--- src/rtl/uart_tx_module.sv ---
// uart_tx_module: clk16x UART transmitter (start/data LSB-first/parity/stop) with a one-entry holding register
module uart_tx_module #(
  parameter int OVERSAMPLE = 16,
  parameter int DATA_BITS  = 8,
  parameter int PARITY_EN  = 0,
  parameter int PARITY_ODD = 0,
  parameter int STOP_BITS  = 1
) (
  input  logic                 clk16x,
  input  logic                 rst_n,
  input  logic                 tx_start,
  input  logic [DATA_BITS-1:0] tx_data,
  output logic                 tx_ready,
  output logic                 tx,
  output logic                 busy,
  output logic                 tx_done
);
  localparam int TW = OVERSAMPLE > 1 ? $clog2(OVERSAMPLE) : 1;
  typedef enum logic [2:0] {IDLE, START, DATA, PARITY, STOP} state_t;
  state_t state, state_n;
  logic [TW-1:0] tick, tick_n;
  logic [2:0] bit_idx, bit_idx_n;
  logic stop_idx, stop_idx_n;
  logic [DATA_BITS-1:0] shift, shift_n, hold, hold_n;
  logic par, par_n, hold_full, hold_full_n, tx_n, busy_n, done_n;
  logic bit_end, stop_last, load, accept;
  assign tx_ready = ~hold_full;
  always_comb begin
    bit_end = tick == TW'(OVERSAMPLE - 1);
    stop_last = stop_idx == 1'(STOP_BITS - 1);
    load = hold_full && (state == IDLE || (state == STOP && bit_end && stop_last));
    accept = tx_start && !hold_full;
    state_n = state;
    tick_n = (state == IDLE || bit_end) ? '0 : tick + TW'(1);
    bit_idx_n = bit_idx;
    stop_idx_n = stop_idx;
    shift_n = shift;
    par_n = par;
    done_n = 1'b0;
    case (state)
      IDLE: state_n = load ? START : IDLE;
      START: if (bit_end) begin
        state_n = DATA;
        bit_idx_n = '0;
      end
      DATA: if (bit_end) begin
        shift_n = shift >> 1;
        bit_idx_n = bit_idx + 3'd1;
        if (bit_idx == 3'(DATA_BITS - 1)) begin
          state_n = PARITY_EN != 0 ? PARITY : STOP;
          stop_idx_n = 1'b0;
        end
      end
      PARITY: if (bit_end) begin
        state_n = STOP;
        stop_idx_n = 1'b0;
      end
      STOP: if (bit_end) begin
        stop_idx_n = stop_idx + 1'b1;
        if (stop_last) begin
          done_n = 1'b1;
          state_n = load ? START : IDLE;
        end
      end
      default: state_n = IDLE;
    endcase
    if (load) begin
      shift_n = hold;
      par_n = ^hold ^ 1'(PARITY_ODD);
    end
    hold_full_n = accept | (hold_full & ~load);
    hold_n = accept ? tx_data : hold;
    // line level is registered from the next state so tx changes on the same edge as the state
    tx_n = state_n == START ? 1'b0 : state_n == DATA ? shift_n[0] : state_n == PARITY ? par_n : 1'b1;
    busy_n = state_n != IDLE;
  end
  always_ff @(posedge clk16x or posedge rst_n) begin
    if (rst_n) begin
      state <= IDLE;
      tick <= '0;
      bit_idx <= '0;
      stop_idx <= 1'b0;
      shift <= '0;
      hold <= '0;
      par <= 1'b0;
      hold_full <= 1'b0;
      tx <= 1'b1;
      busy <= 1'b0;
      tx_done <= 1'b0;
    end else begin
      state <= state_n;
      tick <= tick_n;
      bit_idx <= bit_idx_n;
      stop_idx <= stop_idx_n;
      shift <= shift_n;
      hold <= hold_n;
      par <= par_n;
      hold_full <= hold_full_n;
      tx <= tx_n;
      busy <= busy_n;
      tx_done <= done_n;
    end
  end
endmodule

--- config.mk ---
export PLATFORM = sky130hd
export DESIGN_NAME = uart_tx_module
export DESIGN_NICKNAME = d
export VERILOG_FILES = /design/src/rtl/uart_tx_module.sv
export SDC_FILE = /design/constraint.sdc
export NUM_CORES = 1
export LEC_CHECK = 0
export CORE_MARGIN = 2
export CORE_UTILIZATION = 55
export DETAILED_ROUTE_END_ITERATION = 7
export PLACE_DENSITY = 0.77
export REMOVE_ABC_BUFFERS = 1
export SLEW_MARGIN = 20
export SYNTH_ARGS = -nofsm -noshare
export SYNTH_HDL_FRONTEND = slang
export SYNTH_SLANG_ARGS = --single-unit
--- constraint.sdc ---
create_clock -name clk16x -period 3.12 [get_ports clk16x]
set_input_delay 0.312 -clock clk16x [delete_from_list [all_inputs] [get_ports clk16x]]
set_output_delay 0.312 -clock clk16x [all_outputs]
set_load 0.02 [all_outputs]
Yosys cells after proc, flatten, opt, wreduce, memory -nomap -nowiden
Index checks and enable logic that the tools add are counted.
{ "word_totals": {"reg_bits": 32, "input_bits": 11, "output_inout_bits": 4, "word_cells": 78} }
{ "op_classes": {"n_addsub": 3, "n_eq_ne": 14, "mux": 27, "bitwise": 5, "n_reduce_logical": 17} }
{ "op_table": {"columns": ["op", "n"], "rows": [
  ["$mux 3", 8],
  ["$mux 8", 3],
  ["$pmux 3 s5", 1],
  ["$eq 3x2->1 const B", 4],
  ["$mux 1", 12],
  ["$ne 2x2->1 const B", 5],
  ["$reduce_xor 8->1", 1],
  ["$eq 3x1->1 const B", 2],
  ["$eq 3x3->1 const B", 2],
  ["$pmux 3 s2", 1],
  ["$reduce_bool 2->1", 3],
  ["$reduce_bool 3->1", 2],
  ["$reduce_and 5->1", 1],
  ["$add 4x1->4 const B", 1],
  ["$eq 4x4->1 const B", 1],
  ["$logic_and 1x1->1", 4],
  ["$mux 4", 1],
  ["$add 3x1->3 const B", 1],
  ["$logic_not 3->1", 1],
  ["$not 1->1", 3],
  ["$pmux 1 s3", 1],
  ["$reduce_and 3->1", 1],
  ["$logic_or 1x1->1", 2],
  ["$reduce_and 2->1", 1],
  ["4 further kinds", 4]
]} }

Longest topological paths before layout
{ "logic_depth": {"ltp_word": 13, "mapped_depth": 6, "mapped_depth_nobuf": 6} }

Worst setup path after synthesis
Ideal clock, no wire load.
{ "synth_timing": {"path_type": "flip-flop to flip-flop", "from": "register tick[0]", "to": "register shift[1]", "setup_time_ns": 0.118, "arrival_time_ns": 1.594, "t_required_ns": 3.002, "setup_slack_ns": 1.408, "path_stages_with_launch": 6, "n_path_buf": 0, "period_less_slack_ns": 1.712, "cell_sequence": "dfrtp_1 -> ha_1 -> nand4b_2 -> a2111oi_4 -> nor2_1 -> a21o_1"} }
{ "synth_via": {"elab_chain_cells": 7, "elab_cells_between_ends": 9, "classes_between": "1 x eq/ne; 1 x mux; 7 x reduce/logical"} }
{ "synth_rtl": {"columns": ["element", "line_no", "text"], "rows": [
  ["start, declared", "21", "logic [TW-1:0] tick, tick_n;"],
  ["start signal, assigned", "92", "tick <= tick_n;"],
  ["$eq 4x4->1 (*)", "29", "bit_end = tick == TW'(OVERSAMPLE - 1);"],
  ["$logic_and 1x1->1 (2 in a row)", "31", "load = hold_full && (state == IDLE || (state == STOP && bit_end && stop_last));"],
  ["$logic_or 1x1->1", "31", null],
  ["$logic_and 1x1->1", "31", null],
  ["$reduce_bool 2->1 (no source line)", null, null],
  ["$reduce_and 2->1 (no source line)", null, null],
  ["end signal, assigned", "95", "shift <= shift_n;"],
  ["end, declared", "24", "logic [DATA_BITS-1:0] shift, shift_n, hold, hold_n;"]
]} }
Mark *: on every way between the ends. The rest lies on a longest branch, timed or not.
A chain may end at the register's enable or synchronous reset.

Final worst setup path
{ "layout_timing": {"from": "register tick[0]", "to": "register shift[4]"} }
The elaborated chain is that of the path after synthesis.

==> results.toml <==
[worst_setup_path]
criticalPathCategory = "flip-flop to flip-flop"
arrival_time_of_the_worst_setup_path_ns = 2.24
worst_setup_path_end_kind = "flip-flop"
worst-path-buf-inv = 0
cp_cell_instances = "ha_1 -> nand3_1 -> nor4_4 -> nor2_1 -> a21o_1"
reg2reg_to = "shift[4]"
timing.critical_path.slowest_cell_delay_ns = 0.49
worstPathRequired_ns = 3.34
reg2reg_depth = 5
cp_top_family = "simple AND/OR/NAND/NOR gates"
setup.worst_path.start_class = "flip-flop"
slowest_cp_cell = "sky130_fd_sc_hd__nor4_4"
worst-path-max-fanout = 10
setup.reg_to_reg.worst_slack_ns = 1.10
worst_r2r_startpoint = "tick[0]"

[floorplan]
start_util_pct = 59.2
dieArea_mm2 = 0.00317
chipHeight_um = 56.3
placement_rows = 18
ioPinCount = 15
coreArea_mm2 = 0.00254
die_w_um = 56.3

[finish]
final.fill_count = 189
stdcell_area_mm2 = 0.00173
drive_gt1_share_pct = 17.1
layout.area.seq_um2 = 802
antenna_cells_inserted = 0
multiInputGateArea_um2 = 657
layout.nets = 159
finalCoreUtilization_pct = 67.8
flow.area_growth_from_synthesis_pct = 14.5
final-instance-count-excl-fill = 176

[drt]
via_count = 1001
detail_route.iter0.violations = 15
wl_per_cell_um = 14.8
drtPass1Iterations = 4
final_routed_wirelength_across_all_metal_layers_mm = 2.61
post_drt_via_cell_ratio = 5.69
route.antenna.remaining_nets = 0
drcViolationCount = 0

[timing]
slew_viol_final = 0
fmaxAchievable_mhz = 495
setup-tns-final_ns = 0
worst_pin_slew_ns = 0.745
timing_hold_violations_final = 0
post-route-worst-setup-slack_ns = 1.10
post-route-min-period_ns = 2.02
worst_hold_slack_ns = 0.351
clock_skew_ns = 0.0105
rsz0062_at_grt = "false"
layout_worst_path_cycle_share_pct = 64.8
setup_violations = 0
timing.slew.headroom_pct = 50.2

[clocking]
post-cts-setup-buffers = 0
clock_tree_from_tritoncts = "yes"
cts_max_level = 2
cts_inserted_buffers = 5
resized_after_cts = 0
cts.path.max_buffers = 2
holdBufCountCts = 0
tritoncts_sinks = 32
clkSlewWorstSetupHoldPaths_ns = 0.10
clk_latency_ns = 0.33
cts.root.buffer_cell = "sky130_fd_sc_hd__clkbuf_4"

[power]
vdd_ir_drop_max_v = 0.000640
power_frac_comb_pct = 36.4
clockPowerShare_pct = 16.2
internal-power_mw = 0.998
power.static_leakage_nw = 0.758
sequentialPowerShare_pct = 47.4
total_power_mw = 1.53
power_switching_share_pct = 34.7
power_density_mw_per_mm2 = 885
p_sw_mw = 0.530

[global_routing]
grt_pass1_vias = 1003
number_of_antenna_violations_at_the_first_check_in_global_routing = 0
overall_routing_resource_usage_pct = 19.1
global_route_wire_length_before_repair_mm = 4.57
largest_net_degree_at_the_start_of_global_routing = 33
grt_remaining_overflow = 0

[yosys]
yosys.area.top_type = "sky130_fd_sc_hd__dfrtp_1"
netlist_top_cells_count = "sky130_fd_sc_hd__dfrtp_1, sky130_fd_sc_hd__nor2_1, sky130_fd_sc_hd__o21ai_0, sky130_fd_sc_hd__mux2_2, sky130_fd_sc_hd__xnor2_1"
yosysSeqAreaShare_pct = 53.2
post-synth-top-area-fraction_pct = 51.5
netlist_instances = 127
syn-mean-instance-area_um2 = 11.9
synthDistinctLibCells = 37
yosys_register_bits = 32
synth_ff_type = "sky130_fd_sc_hd__dfrtp_1"
netlist_top_cells_area = "sky130_fd_sc_hd__dfrtp_1, sky130_fd_sc_hd__mux2_2, sky130_fd_sc_hd__xnor2_1"
ys_async_sr_fraction_pct = 100
yosysMostFrequentCell = "sky130_fd_sc_hd__dfrtp_1"
synth_enable_flop_cells = 0
ys_warn_count = 0
netlist_area_mm2 = 0.00151

[hold_path]
worstHoldPathType = "primary input to async pin"

[placed_design]
io_buffer_count = 14
dpl_cell_area_mm2 = 0.00167
place.detailed.instances = 168
detailedPlacementHpwl_mm = 1.77
gpl_wtd_cong = 0.737
pre_cts_slack_ns = 1.12

[outcome]
run_status = "completed"

[run]
maxCapViolCount = 0
worst register-to-register path, delay by kind of cell, from the launching register on:
kind	cells	cell delay, ns
adders and majority gates	1	0.28
DFF	1	0.38
and+or+nand+nor	3	1.01
AOI/OAI and AO/OA	1	0.24
flip-flops by register name (all words and copies together), names as in the netlist:
name,flops
tick,4
busy,1
par,1
hold_full,1
stop_idx,1
shift,8
hold,8
bit_idx,3
tx,1
tx_done,1
state,3
layout by cell type (no fill, tap or decap), drive strengths merged, types with 2 or more instances in the layout:
cell	instances
clkdlybuf4s50	14
nand2	5
nor2	11
clkbuf	8
o21ai	9
a22o	6
a21o	6
mux2	8
or2	2
a2111oi	2
nand3	3
a21oi	2
dfrtp	31
buf	2
ha	3
nor2b	2
a22oi	3
inv	4
xnor2	8
nor3	2
routing by layer:
metal  global-route usage, %  wire, um
met5                       0         0
met2                    29.9      1300
met3                    7.60        95
met1                    23.5      1190
met4                    8.16        24
worst max path at each step:
stage | startpoint | endpoint | slack, ns | cells after the start
5_1_grt | tick[0] | shift[6] | 0.91 | 5
3_3_place_gp | tick[0] | shift[5] | 1.16 | 5
3_5_place_dp | tick[0] | shift[4] | 1.12 | 5
4_1_cts | tick[0] | shift[4] | 1.09 | 5
6_report | tick[0] | shift[4] | 1.10 | 5
2_1_floorplan | tick[0] | shift[1] | 1.18 | 5
cell type report:
class	count	share of cell area (%)
inverters	4	0.870
repair buffers	16	8.99
well taps	30	2.18
multi-input cells	86	38.1
clock buffers	8	3.41
flip-flops and latches	32	46.5
power by group through the flow:
stage	clock network [mW]	logic (mW)	registers, mW
4_1_cts	0.256	0.564	0.723
6_report	0.247	0.556	0.724
2_1_floorplan	0	0.444	0.707
5_1_grt	0.274	0.617	0.746
3_5_place_dp	0	0.558	0.732
3_3_place_gp	0	0.538	0.724
kinds of logic (layout without fill, tap and decap cells):
family / after synthesis / after routing / share of synthesized area, %
simple gates: 32 / 32 / 12.1
flops: 32 / 32 / 53.2
buf+inv: 9 / 28 / 3.16
mux: 9 / 9 / 6.64
xor+xnor: 9 / 9 / 5.23
fa+ha+maj: 3 / 3 / 2.49
compound gates: 33 / 33 / 17.1
(Power assumes the default switching activity.)
==> RTL edit 1 (same settings) <==
Change the parameter `PARITY_EN` from 0 to 1.
--- a/src/rtl/uart_tx_module.sv
+++ b/src/rtl/uart_tx_module.sv
@@ -3,5 +3,5 @@
   parameter int OVERSAMPLE = 16,
   parameter int DATA_BITS  = 8,
-  parameter int PARITY_EN  = 0,
+  parameter int PARITY_EN  = 1,
   parameter int PARITY_ODD = 0,
   parameter int STOP_BITS  = 1
Check against the original RTL: no difference found for any inputs over 10 cycles, from zero or initial values and one cycle with rst_n high; that may be too few to reach the edited logic, so the function may still have changed.
==> RTL edit 1 against the original RTL <==
Synthesized area rose by 1.7%. Worst hold slack improved by 0.0046 ns. Combinational power up 12%. Total power increased by 7.4%. Worst setup slack improved by 0.069 ns. Wire length increased by 2.2%. Final area grew 2.2%. Global-route usage decreased by 0.33 points. Sequential cell count unchanged. Fmax increased by 3.5%. Non-clock buffer count decreased by 1. Critical path depth unchanged.
==> RTL edit 1: results (changes against the original RTL) <==
Drt
  – Top Layer Used: met4
  – WL final: 2670 um (+2.2%)
  – Detail Route met2 WL: 1430 um (+10%)
  – Router iterations before antenna repair: 4 (unchanged)
  – Vias per inst: 5.79 (+1.8%)
  – Met3 WL: 113 um (+19%)
  – Initial DRC count: 32 (+17)
  – Metal-1 WL: 1080 um (-9.1%)

Yosys
  – Ys async rst share: 1.00 (unchanged)
  – Register area share after synthesis: 0.524 (-0.00870)
  – Avg Synthesized Cell Area: 11.2 sq um (-5.8%)
  – Synth unique cells: 33 (-11%)
  – Synth top area cells: dfrtp_1 (51%), mux2_2 (5.9%), xnor2_1 (4.6%), a22o_1 (3.4%), o21ai_0 (3.3%)
  – Top post-synthesis cells by count: dfrtp_1 (31), nor2_1 (10), o21ai_0 (10)

Final layout
  – Final Net Count: 168 (+5.7%)
  – Ant diodes: 0 (unchanged)
  – Fin cells: 186 (+5.7%)
  – Regs by FF count: hold (8), shift (8), tick (4)
  – Layout cell share with drive strength beyond 1: 0.135 (-0.0357)

Setup path
  – Critical Path Fanout Max: 13 (+3)
  – Reg-to-Reg End: shift[5]$_DFFE_PP0P_
  – Arrival time at the worst endpoint: 2.21 ns (-0.03 ns)
  – CP Class: reg -> reg

Placement
  – PortBufs: 14 (unchanged)
  – Dpl cells: 178 (+6.0%)
  – Pre-CTS setup slack: 1.18 ns (+0.0608 ns)
  – DP Area: 0.00170 sq mm (+1.7%)
  – Final GP Congestion: 0.786 (+6.7%)
  – HPWL after DPL: 1940 um (+9.6%)

GRT
  – M2 GR Usage: 0.326 (+0.0264)
  – Number of global-route vias before repair: 1062 (+5.9%)
  – Total grt overflow: 0 (unchanged)
  – Grt met3 use: 0.0622 (-0.0138)
  – Total track usage: 0.188 (-0.00334)
  – Largest net degree at the start of global routing: 33 (unchanged)
  – Met1 Usage GRT: 0.219 (-0.0155)
  – Initial antenna violation count: 0 (unchanged)
  – First-pass GRT wire length: 4600 um (+0.61%)

Hold path
  – Hold Crit Class: in -> async

Power
  – Comb power frac: 0.381 (+0.017)
  – Worst IR Drop VDD: 0.904 mV (+41%)
  – Leakage Power: 0.800 nW (+5.6%)
  – Sw frac: 0.360 (+0.0134)

Clock network
  – Clock Latency Late Sink: 0.32 ns

Timing
  – Maximum clock frequency: 0.512 GHz (+3.5%)
  – Fin Hold WS: 0.356 ns (+0.00462 ns)
  – Skew final: 0.0102 ns (-0.000260 ns)
  – Least-Margin Pin Slew: 0.742 ns (-0.00255 ns)

Status
  – Status: complete, no violations
RTL edit 1: kinds of logic after synthesis:
kind of cell / share of synthesized area
AOI/OAI and AO/OA: 0.149
adders and majority gates: 0.0245
xor gates and xnor gates: 0.0515
and+or+nand+nor: 0.144
DFF: 0.524
muxes: 0.0784
buffers and inverters: 0.0294
RTL edit 1: power groups by stage:
stage                     Combinational [mW]  Clock (mW)  Sequential (mW)
after floorplan                        0.491           0            0.731
after global placement                 0.604           0            0.750
after detailed placement               0.624           0            0.759
after CTS                              0.629       0.275            0.749
after global routing                   0.686       0.290            0.772
final                                  0.625       0.266            0.750
RTL edit 1: final cells by class:
cell class / count / area [sq um]
fill: 232 / 946
sequential: 32 / 802
multi-input combinational: 94 / 684
timing repair buffer: 15 / 148
clock buffer: 8 / 68.8
tap: 31 / 38.8
inverter: 6 / 22.5
RTL edit 1: worst max-delay path, stage by stage (launching register included):
cell	delay (ns)
dfrtp_1	0.41
ha_1	0.30
and4b_1	0.25
o211a_1	0.36
nor2_1	0.38
a21o_1	0.18
==> RTL edit 2 (same flow settings) <==
Without the edit above. Take the reset off `shift` and `hold` and load them in a clocked block of their own.
--- a/src/rtl/uart_tx_module.sv
+++ b/src/rtl/uart_tx_module.sv
@@ -81,6 +81,4 @@
       bit_idx <= '0;
       stop_idx <= 1'b0;
-      shift <= '0;
-      hold <= '0;
       par <= 1'b0;
       hold_full <= 1'b0;
@@ -93,6 +91,4 @@
       bit_idx <= bit_idx_n;
       stop_idx <= stop_idx_n;
-      shift <= shift_n;
-      hold <= hold_n;
       par <= par_n;
       hold_full <= hold_full_n;
@@ -102,4 +98,9 @@
     end
   end
+
+  always_ff @(posedge clk16x) begin
+    shift <= shift_n;
+    hold  <= hold_n;
+  end
 endmodule
 
Formal check against the unedited RTL: same outputs for any inputs over 10 cycles, from zero or initial values and one cycle with rst_n high; that may be too few to reach the edited logic, so the function may still have changed.
==> RTL edit 2 against the original RTL <==
Sequential power is 9.3% lower. Sequential share of layout area is 5.8 points higher. Die area is 4.0% lower. Critical path type unchanged. Total power is 15% lower. Largest cell class unchanged. Count of clock-buffer cells in the layout is 2 lower. Fmax is 4.6% higher. Worst setup slack better by 0.088 ns. Sequential cell count stayed put. Final area is 3.4% lower. Wire length is 11% lower. Synthesized area is 4.3% lower. Worst hold slack worse by 0.013 ns.
==> RTL edit 2: results (changes against the original RTL) <==
Status
  – Status: complete, no violations

Final layout
  – Final Net Count: 146 (-8.2%)
  – Ant diodes: 0 (unchanged)
  – Fillcell total: 198 (+4.8%)
  – Layout cell share with drive strength beyond 1: 0.113 (-0.0585)
  – Regs by FF count: hold (8), shift (8), tick (4)

GRT
  – Largest net degree at the start of global routing: 17 (-48%)
  – Number of global-route vias before repair: 861 (-14%)
  – Total track usage: 0.187 (-0.00453)
  – Initial antenna violation count: 0 (unchanged)
  – First-pass GRT wire length: 3780 um (-17%)
  – Total grt overflow: 0 (unchanged)

Clock network
  – Post-CTS setup buffers: 0 (unchanged)
  – H-tree lvl count: 2 (unchanged)
  – CTS root buf: clkbuf_4
  – Clock buffer depth: 2 (unchanged)
  – CTS resizes: 0 (unchanged)
  – CTS Buf Count: 5 (unchanged)
  – Worst-path clk slew: 0.10 ns (about the same)
  – Clock Latency Late Sink: 0.33 ns (about the same)

Placement
  – Final GP Congestion: 0.837 (+14%)
  – DP Area: 0.00159 sq mm (-4.6%)
  – HPWL after DPL: 1770 um (+0.38%)
  – PortBufs: 14 (unchanged)

Hold path
  – Hold Crit Class: in -> async

Setup path
  – CP Launch Type: register
  – CP max stage delay: 0.41 ns (-0.08 ns)
  – FF-to-FF Start: tick[0]$_DFF_PP0_
  – R2R Setup Slk: 1.19 ns (+0.09 ns)
  – Critical-path top delay cell: dfrtp_1
  – Critical Path Fanout Max: 13 (+3)
  – Top delay family on crit path: simple AND/OR/NAND/NOR gates
  – Arrival time at the worst endpoint: 1.99 ns (-0.25 ns)

Yosys
  – Ys async rst share: 0.500 (-0.500)
  – Dominant cell type by area after synthesis: edfxtp_1
  – Synth unique cells: 40 (+8.1%)
  – Top post-synthesis cells by count: dfrtp_1 (15), edfxtp_1 (15), nor2_1 (9)
  – Yosys Warn Count: 0 (unchanged)
  – Register area share after synthesis: 0.605 (+0.0726)
  – Post-synth EDFFs: 15 (+15)
  – Synth top area cells: edfxtp_1 (31%), dfrtp_1 (26%), xnor2_1 (4.9%), a22o_1 (3.6%), ha_1 (2.6%)

Drt
  – Detail Route met2 WL: 1140 um (-12%)
  – Vias per inst: 5.50 (-3.4%)
  – Met3 WL: 125 um (+32%)
  – Router iterations before antenna repair: 4 (unchanged)
  – Wire per inst: 14.2 um (-4.1%)
  – Top Layer Used: met3
  – Initial DRC count: 24 (+9)
  – Metal-1 WL: 1050 um (-12%)

Power
  – Leakage Power: 0.673 nW (-11%)
  – Worst IR Drop VDD: 0.571 mV (-11%)
  – Sw frac: 0.312 (-0.0347)

Timing
  – Fin Hold WS: 0.338 ns (-0.0130 ns)
  – # setup viols final: 0 (unchanged)
  – Skew final: 0.0104 ns (-0.000106 ns)
  – Slew headroom: 0.573 (+0.0703)
==> RTL edit 2: changes by cell type in the layout (fill, tap and decap cells not counted), sizes merged, moves of 3 or more <==
cell and delta:
dfrtp -16, o21ai -3, mux2 -8, edfxtp +15, a21o -6
==> RTL edit 2: routing by layer <==
layer  up-vias  track usage
met1       429        0.232
met3         0       0.0833
li1        448            -
met4         0       0.0610
met2        19        0.292
met5         -            0
==> RTL edit 2: worst paths after layout <==
kind,to,depth (start not counted)
max,shift[4]$_DFFE_PP_,4
min,tx_done$_DFF_PP0_,2
max reg2reg,shift[4]$_DFFE_PP_,4
min reg2reg,tx_done$_DFF_PP0_,1
max in group asynchronous,tick[2]$_DFF_PP0_,2
min in group clk16x,tx_done$_DFF_PP0_,1
==> RTL edit 2: power by group through the flow <==
stage	Combinational (mW)	Sequential, mW	Clock, mW
after floorplan	0.249	0.648	0
after global placement	0.325	0.660	0
after detailed placement	0.339	0.666	0
after CTS	0.341	0.657	0.305
after global routing	0.377	0.671	0.328
final	0.338	0.657	0.301
==> RTL edit 2: cell type report <==
cell class	instances	share of cell area
Clock buffer	6	0.0248
Clock inverter	2	0.0210
Inverter	6	0.0135
Multi-Input combinational cell	73	0.311
Sequential cell	32	0.523
Tap cell	30	0.0225
Timing Repair Buffer	14	0.0841
==> RTL edit 2: metrics by stage <==
step	instances	utilization	worst slack, ns
finish	163	0.673	1.19
CTS	163	0.673	1.19
detailed placement	155	0.642	1.19
global route	163	0.673	1.09
floorplan	111	-	1.33
global placement	155	0.642	1.26
==> RTL edit 2: kinds of logic (layout without fill, tap and decap cells) <==
| family | Yosys count | in the layout | synth area share |
|---|---|---|---|
| fa+ha+maj | 3 | 3 | 0.0260 |
| xor+xnor | 9 | 9 | 0.0547 |
| flops | 32 | 32 | 0.605 |
| buf+inv | 10 | 28 | 0.0356 |
| compound gates | 25 | 25 | 0.128 |
| mux | 1 | 1 | 0.00694 |
| simple gates | 35 | 35 | 0.144 |
